## src/rtl/bk_sub_pipe_if.sv

```systemverilog
// Operand/result valid-ready bundle for bk_sub_pipe.
// BK_SUB_FLAGS_EN adds the zero and lt_s result flags.
interface bk_sub_pipe_if #(
    parameter int WIDTH = 16
);
    logic             in_valid;
    logic             in_ready;
    logic [WIDTH-1:0] a;
    logic [WIDTH-1:0] b;
    logic             bin;
    logic             out_valid;
    logic             out_ready;
    logic [WIDTH-1:0] d;
    logic             bout;
    logic             ovf;
`ifdef BK_SUB_FLAGS_EN
    logic             zero;
    logic             lt_s;

    modport slave (
        input  in_valid, a, b, bin, out_ready,
        output in_ready, out_valid, d, bout, ovf, zero, lt_s
    );
    modport master (
        output in_valid, a, b, bin, out_ready,
        input  in_ready, out_valid, d, bout, ovf, zero, lt_s
    );
`else
    modport slave (
        input  in_valid, a, b, bin, out_ready,
        output in_ready, out_valid, d, bout, ovf
    );
    modport master (
        output in_valid, a, b, bin, out_ready,
        input  in_ready, out_valid, d, bout, ovf
    );
`endif
endinterface

```

## src/rtl/bk_sub_pipe.sv

```systemverilog
// 3-stage Brent-Kung subtractor d = a - b - bin with valid/ready flow.
// BK_SUB_FLAGS_EN adds registered zero and signed less-than flags.
module bk_sub_pipe #(
    parameter int WIDTH = 16,
    parameter int LOG2W = 4
) (
    input logic         clk,
    input logic         rst,
    bk_sub_pipe_if.slave bus
);

    typedef struct packed {
        logic [WIDTH-1:0] g;
        logic [WIDTH-1:0] p;
        logic             c0;
        logic             a_msb;
        logic             b_msb;
    } s1_t;

    // p keeps only the low bits; the top propagate is rebuilt from the signs
    typedef struct packed {
        logic [WIDTH-1:0] g;
        logic [WIDTH-1:0] pg;
        logic [WIDTH-2:0] p;
        logic             c0;
        logic             a_msb;
        logic             b_msb;
    } s2_t;

    typedef struct packed {
        logic [WIDTH-1:0] d;
        logic             bout;
        logic             ovf;
`ifdef BK_SUB_FLAGS_EN
        logic             zero;
        logic             lt_s;
`endif
    } s3_t;

    s1_t s1_q, s1_d;
    s2_t s2_q, s2_d;
    s3_t s3_q, s3_d;

    logic v1_q, v2_q, v3_q;
    logic v1_d, v2_d, v3_d;
    logic s1_adv, s2_adv, s3_adv;
    logic ld1, ld2, ld3;

    logic [WIDTH-1:0] gu, pu;
    logic [WIDTH-1:0] gd, pd;
    logic [WIDTH:0]   c;

    always_comb begin
        s3_adv = ~v3_q | bus.out_ready;
        s2_adv = ~v2_q | s3_adv;
        s1_adv = ~v1_q | s2_adv;
        ld1    = s1_adv & bus.in_valid;
        ld2    = s2_adv & v1_q;
        ld3    = s3_adv & v2_q;
        v1_d   = s1_adv ? bus.in_valid : v1_q;
        v2_d   = s2_adv ? v1_q : v2_q;
        v3_d   = s3_adv ? v2_q : v3_q;
    end

    assign bus.in_ready = s1_adv;

    always_comb begin
        s1_d       = '0;
        s1_d.g     = bus.a & ~bus.b;
        s1_d.p     = bus.a ^ ~bus.b;
        s1_d.c0    = ~bus.bin;
        s1_d.a_msb = bus.a[WIDTH-1];
        s1_d.b_msb = bus.b[WIDTH-1];
    end

    // Up-sweep: node i merges with i-2^l when i+1 is a multiple of 2^(l+1)
    always_comb begin
        gu = s1_q.g;
        pu = s1_q.p;
        for (int l = 0; l < LOG2W; l++) begin
            for (int i = 0; i < WIDTH; i++) begin
                if (((i + 1) % (2 << l)) == 0) begin
                    gu[i] = gu[i] | (pu[i] & gu[i-(1<<l)]);
                    pu[i] = pu[i] & pu[i-(1<<l)];
                end
            end
        end
        s2_d       = '0;
        s2_d.g     = gu;
        s2_d.pg    = pu;
        s2_d.p     = s1_q.p[WIDTH-2:0];
        s2_d.c0    = s1_q.c0;
        s2_d.a_msb = s1_q.a_msb;
        s2_d.b_msb = s1_q.b_msb;
    end

    // Down-sweep fills the remaining prefixes, then carries and sum
    always_comb begin
        gd = s2_q.g;
        pd = s2_q.pg;
        for (int l = LOG2W - 2; l >= 0; l--) begin
            for (int i = 0; i < WIDTH; i++) begin
                if ((((i + 1) % (2 << l)) == (1 << l)) && (i > (1 << l))) begin
                    gd[i] = gd[i] | (pd[i] & gd[i-(1<<l)]);
                    pd[i] = pd[i] & pd[i-(1<<l)];
                end
            end
        end
        c    = '0;
        c[0] = s2_q.c0;
        for (int i = 0; i < WIDTH; i++) begin
            c[i+1] = gd[i] | (pd[i] & s2_q.c0);
        end
        s3_d                = '0;
        s3_d.d[WIDTH-2:0]   = s2_q.p ^ c[WIDTH-2:0];
        s3_d.d[WIDTH-1]     = s2_q.a_msb ^ ~s2_q.b_msb ^ c[WIDTH-1];
        s3_d.bout           = ~c[WIDTH];
        s3_d.ovf            = c[WIDTH] ^ c[WIDTH-1];
`ifdef BK_SUB_FLAGS_EN
        s3_d.zero           = (s3_d.d == '0);
        s3_d.lt_s           = s3_d.d[WIDTH-1] ^ s3_d.ovf;
`endif
    end

    always_ff @(posedge clk) begin
        if (rst) begin
            v1_q <= 1'b0;
            v2_q <= 1'b0;
            v3_q <= 1'b0;
            s1_q <= '0;
            s2_q <= '0;
            s3_q <= '0;
        end else begin
            v1_q <= v1_d;
            v2_q <= v2_d;
            v3_q <= v3_d;
            if (ld1) s1_q <= s1_d;
            if (ld2) s2_q <= s2_d;
            if (ld3) s3_q <= s3_d;
        end
    end

    assign bus.out_valid = v3_q;
    assign bus.d         = s3_q.d;
    assign bus.bout      = s3_q.bout;
    assign bus.ovf       = s3_q.ovf;
`ifdef BK_SUB_FLAGS_EN
    assign bus.zero      = s3_q.zero;
    assign bus.lt_s      = s3_q.lt_s;
`endif

endmodule

```

## src/flat_wrapper.sv

```systemverilog
// flat-port wrapper written by rule: the top's interface ports become plain ports
module bk_sub_pipe_flat 
#(
    parameter int WIDTH = 16,
    parameter int LOG2W = 4
)
  (clk, rst, bus_in_valid, bus_a, bus_b, bus_bin, bus_out_ready, bus_in_ready, bus_out_valid, bus_d, bus_bout, bus_ovf);
  bk_sub_pipe_if #(.WIDTH(WIDTH)) bus_i ();
  input logic clk;
  input logic rst;
  input wire logic [$bits(bus_i.in_valid)-1:0] bus_in_valid;
  input wire logic [$bits(bus_i.a)-1:0] bus_a;
  input wire logic [$bits(bus_i.b)-1:0] bus_b;
  input wire logic [$bits(bus_i.bin)-1:0] bus_bin;
  input wire logic [$bits(bus_i.out_ready)-1:0] bus_out_ready;
  output wire logic [$bits(bus_i.in_ready)-1:0] bus_in_ready;
  output wire logic [$bits(bus_i.out_valid)-1:0] bus_out_valid;
  output wire logic [$bits(bus_i.d)-1:0] bus_d;
  output wire logic [$bits(bus_i.bout)-1:0] bus_bout;
  output wire logic [$bits(bus_i.ovf)-1:0] bus_ovf;
  assign bus_i.in_valid = bus_in_valid;
  assign bus_i.a = bus_a;
  assign bus_i.b = bus_b;
  assign bus_i.bin = bus_bin;
  assign bus_i.out_ready = bus_out_ready;
  assign bus_in_ready = bus_i.in_ready;
  assign bus_out_valid = bus_i.out_valid;
  assign bus_d = bus_i.d;
  assign bus_bout = bus_i.bout;
  assign bus_ovf = bus_i.ovf;
  bk_sub_pipe #(.WIDTH(WIDTH), .LOG2W(LOG2W)) u_core (.clk(clk), .rst(rst), .bus(bus_i));
endmodule
```

## config.mk

```make
export PLATFORM = sky130hd
export DESIGN_NAME = bk_sub_pipe_flat
export DESIGN_NICKNAME = d
export VERILOG_FILES = /design/src/rtl/bk_sub_pipe_if.sv /design/src/rtl/bk_sub_pipe.sv /design/src/flat_wrapper.sv
export SDC_FILE = /design/constraint.sdc
export NUM_CORES = 1
export LEC_CHECK = 0
export ABC_CLOCK_PERIOD_IN_PS = 1770
export BUFFER_PORTS_ARGS = -buffer_cell sky130_fd_sc_hd__buf_2
export CAP_MARGIN = 10
export CORE_MARGIN = 1
export CORE_UTILIZATION = 45
export DETAILED_ROUTE_END_ITERATION = 12
export SLEW_MARGIN = 5
export SYNTH_ARGS = -nofsm -noshare
export SYNTH_HDL_FRONTEND = slang
export SYNTH_SLANG_ARGS = --single-unit
```

## constraint.sdc

```tcl
create_clock -name clk -period 1.77 [get_ports clk]
set_input_delay 0.531 -clock clk [delete_from_list [all_inputs] [get_ports clk]]
set_output_delay 0.531 -clock clk [all_outputs]
set_load 0.02 [all_outputs]
```

==> out/results.tsv, run 1 <==
stage	metric	value	unit
run_status	status	finished, violations left	
run_status	violations	design-rule violations	
clock_network	cts_root_buffer	clkbuf_8	
synth	synth_warnings	0	
synth	synth_xor_area_share	2.11	%
final_layout	layoutNonFillerInstCount	691	
route	vias	3518	
global_route	track_usage	19.8	%
final_layout	multiInputGateArea	2020	um2
hold_path	holdPathStages	2	
placed_design	dp_hpwl	6.23	mm
global_route	grt_pass1_wl	15.5	mm
global_route	grt.overflow.total	0	
route	viasPerCell	5.09	
route	wire_per_inst	13.0	um
synth	ys_seq_elements	98	
sta	maxSlewViolCount	0	
global_route	antenna_found_initial	0	
synth	synth_edf_count	0	
pwr	max-vdd-ir-drop	0.000492	V
final_layout	drive_gt1_share	17.5	%
floorplanning	fp.dieArea	9620	um2
clock_network	cts_tree	yes	
synth	synthAdderAreaFrac	5.12	%
synth	muxShareOfSynthArea	0.482	%
global_route	grt_max_degree	40	
synth	async_flop_share	0	%
placed_design	port_buffers	56	
floorplanning	num_io_pins	57	
clock_network	cts_sinks	98	
sta	slew_headroom	74.0	%
sta	fmax	0.582	GHz
final_layout	area_delta_synth_final	16.8	%
floorplanning	core-area	8850	um2
synth	synth_top_family_by_area	simple AND/OR/NAND/NOR gates	
synth	synth_area	4150	um2
synth	synthSimpleGateAreaFrac	22.6	%
hold_path	worstHoldPathType	primary input to flip-flop	
setup_path	crit_path_end_kind	output port	
flow_run	maxCapViolations	0	
synth	synth_compound_area_share	17.4	%
final_layout	nFillCells	891	
synth	syn_nets	580	
pwr	p_total	0.00411	W
placed_design	dp.cells	673	
placed_design	routabilityCongestion	0.805	
synth	synth.area.top_cells	dfxtp_1, nand2_1, a21oi_1, ha_1, nor2_1	
setup_path	crit_type	flip-flop to output port	
setup_path	worst_path_max_delay_cell	dfxtp_1	
pwr	p_leak	1.97	nW
setup_path	r2r_cells	6	
route	drc	2	
sta	tightest_slew	0.380	ns
setup_path	cp.arrival	1.19	ns
synth	yosys.area.top_type_share	47.2	%
floorplanning	die_y	98.1	um
floorplanning	fp.dieW	98.1	um
clock_network	cts_buffers	9	
sta	setup_violations	0	
setup_path	cp_cell_sequence	buf_4 -> nand3_4 -> buf_6	
sta	finalCritPeriodShare	97.0	%
setup_path	critPathLaunchType	flip-flop	
sta	finalHoldViolations	0	
synth	yosys.area.top_type	dfxtp_1	
sta	final.setup_skew	0.00958	ns
floorplanning	floorplan.rows	34	
route	firstDrtPassIters	8	
clock_network	cts_max_path_buffers	2	
synth	synth.top_cells.by_count	nand2_1, dfxtp_1, a21oi_1, nor2_1, inv_1	
pwr	pwr_density_cell	847	nW/um2
synth	synth_area_per_cell	7.90	um2
clock_network	postCtsHoldBufs	0	
synth	syn_inst	526	
setup_path	required	1.24	ns
final_layout	regArea	1960	um2
sta	period_needed	1.72	ns
route	wl	9.01	mm
synth	synth_cell_type_count	36	
synth	synth.yosys.seq_area_share	47.2	%
route	drtAntennaViolNets	0	
sta	timing.hold.ws	0.349	ns
sta	setup-tns-final	0	ns
route	dr.first_iter.drc_count	168	
synth	ys.flop_type	dfxtp_1	
synth	yosysMostFrequentCell	nand2_1	
setup_path	critPathMaxStageDelay	0.39	ns
clock_network	worstSkewPairLatency	0.35	ns
setup_path	cp_max_fo	5	
clock_network	htree_num_levels	3	
floorplanning	start_util	46.9	%
global_route	grt_pass1_vias	3271	
final_layout	insertedDiodeCount	0	
clock_network	clk_pin_slew	0.10	ns
final_layout	nets	632	
## worst paths after layout
| path | slack (ns) | endpoint | from |
|---|---|---|---|
| setup / recovery | 0.05 | bus_in_ready | u_core.v2_q |
| hold / removal | 0.35 | u_core.s1_q[2] | bus_bin |
| setup reg to reg | 0.15 | u_core.bus.d[15] | u_core.bus.out_valid |
| hold reg to reg | 0.45 | u_core.bus.d[9] | u_core.bus.d[9] |
## cell type report
class	instances	area share, %
tap	108	2.79
sequential	98	40.5
multi-input combinational	377	41.6
clock inverter	4	0.542
inverter	19	1.47
timing repair buffer	73	9.96
clock buffer	12	3.20
## through the flow
stage	setup slack [ns]	utilization (%)	instance area [um2]
6_report	0.0529	54.8	4850
4_1_cts	0.0238	54.3	4810
3_3_place_gp	0.0383	52.1	4610
2_1_floorplan	0.0643	-	4150
5_1_grt	-0.0102	54.8	4850
3_5_place_dp	-0.00908	52.1	4610
## critical path: cells and delay by family (launching register included)
| family | cells | cell delay [ns] |
|---|---|---|
| and+or+nand+nor | 1 | 0.09 |
| buffers and inverters | 2 | 0.35 |
| DFF | 1 | 0.39 |
## flip-flops by register name (all words and copies together) (netlist names), 4 cells and up
signal and count:
u_core.s2_q 32, u_core.pd 4, u_core.s1_q 19, u_core.gd 5, u_core.pu 8, u_core.gu 8, u_core.bus.d 16
## cell usage in the layout (no fill, tap or decap), drive strengths merged
master    count
nand2       161
dfxtp        98
a21oi        98
buf          73
nor2         25
inv          19
ha           17
clkbuf       12
nand3        11
xnor2         8
nor4b         7
a211oi        6
a21o          6
nand4         5
nor3          5
a31oi         5
nor2b         3
nand2b        3
clkinv        3
nand3b        2
xor2          2
o21a          2
o211ai        2
a211o         2
mux2i         2
or4           1
a2111oi       1
o221ai        1
o32a          1
or3           1
clkinvlp      1
## cells by family after synthesis
logic type,count (synthesis)
simple gates,224
fa+ha+maj,17
compound gates,124
mux,2
flops,98
buf+inv,51
xor+xnor,10
## power by group
part | internal (W) | switching, W
Combinational | 0.000173 | 0.000245
Sequential | 0.00228 | 0.0000714
Clock | 0.000587 | 0.000749
Total | 0.00304 | 0.00107
## metal layers
| metal | global-route usage (%) | part of all wire, % |
|---|---|---|
| met1 | 30.7 | 55 |
| met2 | 27.4 | 41 |
| met3 | 3.65 | 3.4 |
| met4 | 6.06 | 1.0 |
| met5 | 0 | 0 |
## what timing repair did
| item | CTS | global route |
|---|---|---|
| gates resized for setup | 3 | 8 |
| setup buffers | 1 | 1 |
| setup endpoints to repair | 1 | 3 |
| pin swaps | 0 | 0 |
(Power assumes the default switching activity.)
==> inputs of run 2 (changes only) <==
Settings changed: HOLD_SLACK_MARGIN set to 0.08, REMOVE_ABC_BUFFERS set to 1.
==> run 2 against run 1 <==
  * The run still ends with design-rule violations left
  * Critical path depth decreased by 1
  * Register-to-register slack improved by 0.19 ns
  * Die area unchanged
  * Final cell count grew 0.87%
  * First-iteration DRC count fell by 27%
  * Clock power down 3%
  * Sequential share of layout area is 0.12 points higher
  * Clock skew is 0.00084 ns higher
  * Utilization shrank 0.16 points
  * Wire length is 3.2% lower
  * Global-route usage shrank 0.66 points
  * Clock-buffer cell count decreased by 1
  * Largest power group unchanged
==> out/results.tsv, run 2 (same netlist as run 1, synthesis figures left out) <==
stage	metric	value	unit
sta	final.setup_skew	0.0104	ns
setup_path	cp_max_fo	5	
placed_design	place_area	4660	um2
setup_path	required	1.24	ns
setup_path	crit_path_end_kind	output port	
global_route	grt_pass1_wl	14.9	mm
final_layout	final_common_cell	nand2_1	
clock_network	cts_tree	yes	
sta	finalHoldViolations	0	
global_route	grt_pass1_vias	3242	
setup_path	r2r-end	u_core.bus.d[15]	
global_route	antenna_found_initial	0	
floorplanning	core-area	8850	um2
floorplanning	fp.dieW	98.1	um
setup_path	critPathMaxStageDelay	0.47	ns
setup_path	critPathTopFamily	flip-flops	
route	dr.first_iter.drc_count	123	
final_layout	insertedDiodeCount	0	
pwr	pwr_density_cell	841	nW/um2
final_layout	top_register	u_core.s2_q	
sta	rsz0062_at_grt	no	
pwr	p_leak	1.97	nW
setup_path	endpoint	bus_in_ready	
hold_path	worstHoldPathType	primary input to flip-flop	
final_layout	drive_gt1_share	17.5	%
setup_path	worst_path_max_delay_cell	dfxtp_1	
route	viasPerCell	5.08	
setup_path	crit_type	flip-flop to output port	
route	wire_per_inst	12.5	um
final_layout	largest_reg_flops	32	
setup_path	critPathLaunchType	flip-flop	
setup_path	cp.arrival	1.18	ns
clock_network	cts_buffers	9	
run_status	status	finished, violations left	
flow_run	maxCapViolations	0	
clock_network	cts_root_buffer	clkbuf_8	
route	drtAntennaViolNets	0	
placed_design	dp_hpwl	6.11	mm
clock_network	postCtsHoldBufs	0	
floorplanning	num_io_pins	57	
setup_path	worstPathBufferInverterCount	1	
final_layout	layoutNonFillerInstCount	697	
final_layout	post-route-util	54.7	%
pwr	max-vdd-ir-drop	0.000473	V
sta	timing.hold.ws	0.343	ns
clock_network	htree_num_levels	3	
placed_design	routabilityCongestion	0.753	
sta	maxSlewViolCount	0	
floorplanning	start_util	46.9	%
sta	setup_violations	0	
placed_design	dp.cells	681	
global_route	grt.overflow.total	0	
route	vias	3539	
final_layout	nFillCells	896	
clock_network	clk_pin_slew	0.09	ns
final_layout	nets	638	
clock_network	worstSkewPairLatency	0.36	ns
placed_design	port_buffers	56	
final_layout	area_delta_synth_final	16.4	%
setup_path	cp_cell_sequence	nand3_1 -> buf_2	
floorplanning	floorplan.rows	34	
global_route	track_usage	19.2	%
clock_network	cts_setup_buffers	0	
sta	tightest_slew	0.350	ns
sta	finalCritPeriodShare	96.7	%
clock_network	cts_max_path_buffers	2	
floorplanning	fp.dieArea	9620	um2
route	drc	4	
sta	fmax	0.584	GHz
clock_network	cts_sinks	98	
setup_path	reg2reg_slack	0.34	ns
sta	slew_headroom	76.0	%
route	firstDrtPassIters	10	
sta	period_needed	1.71	ns
run_status	violations	design-rule violations	
final_layout	stdcell_area	4840	um2
setup_path	r2r_cells	5	
global_route	grt_max_degree	58	
setup_path	cp.depth	2	
route	wl	8.73	mm
setup_path	critPathLaunch	u_core.v1_q	
final_layout	layout_common_cells	nand2_1, dfxtp_1, a21oi_1	
floorplanning	die_y	98.1	um
setup_path	r2r_start	u_core.bus.out_valid	
[run 2: where the power goes]
| part | internal [W] | leakage (nW) | switching (W) | total (W) |
|---|---|---|---|---|
| clock | 0.000520 | 0.0797 | 0.000784 | 0.00130 |
| sequential | 0.00228 | 0.798 | 0.0000640 | 0.00235 |
| combinational | 0.000175 | 1.10 | 0.000243 | 0.000418 |
[run 2: metrics by stage]
step / total power [W] / setup WS (ns) / setup TNS [ns]
3_3_place_gp: 0.00281 / 0.0761 / 0
5_1_grt: 0.00428 / 0.0208 / 0
2_1_floorplan: 0.00261 / -0.388 / -19.49
4_1_cts: 0.00412 / 0.00151 / 0
3_5_place_dp: 0.00282 / 0.0652 / 0
6_report: 0.00407 / 0.0583 / 0
[run 2: worst min path at each step]
stage | from | to | slack [ns] | cells after the start
after detailed placement | u_core.bus.d[10] | u_core.bus.d[10] | 0.44 | 2
after CTS | bus_bin | u_core.s1_q[2] | 0.33 | 2
after global routing | bus_bin | u_core.s1_q[2] | 0.34 | 2
after global placement | u_core.bus.d[8] | u_core.bus.d[8] | 0.43 | 2
final | bus_bin | u_core.s1_q[2] | 0.34 | 2
after floorplan | u_core.s1_q[0] | u_core.s2_q[0] | 0.43 | 2
[run 2: per-layer routing]
layer	global-route usage, %	wire (um)
met2	33.3	4320
met4	7.34	97
met5	0	0
met3	2.58	268
met1	24.0	4040
[run 2: final cells by class]
type | count | area, um2 | share of cell area, %
repair buffers | 79 | 505 | 10.5
flip-flops and latches | 98 | 1960 | 40.6
well taps | 108 | 135 | 2.79
clock inverters | 5 | 41.3 | 0.854
inverters | 19 | 71.3 | 1.47
clock buffers | 11 | 131 | 2.72
multi-input cells | 377 | 1990 | 41.1
[run 2: timing repair]
item / 4_1_cts / 5_1_grt
pin swaps: 0 / 0
setup endpoints to repair: 1 / 1
hold endpoints to repair: 0 / 0
resized for setup: 1 / 2
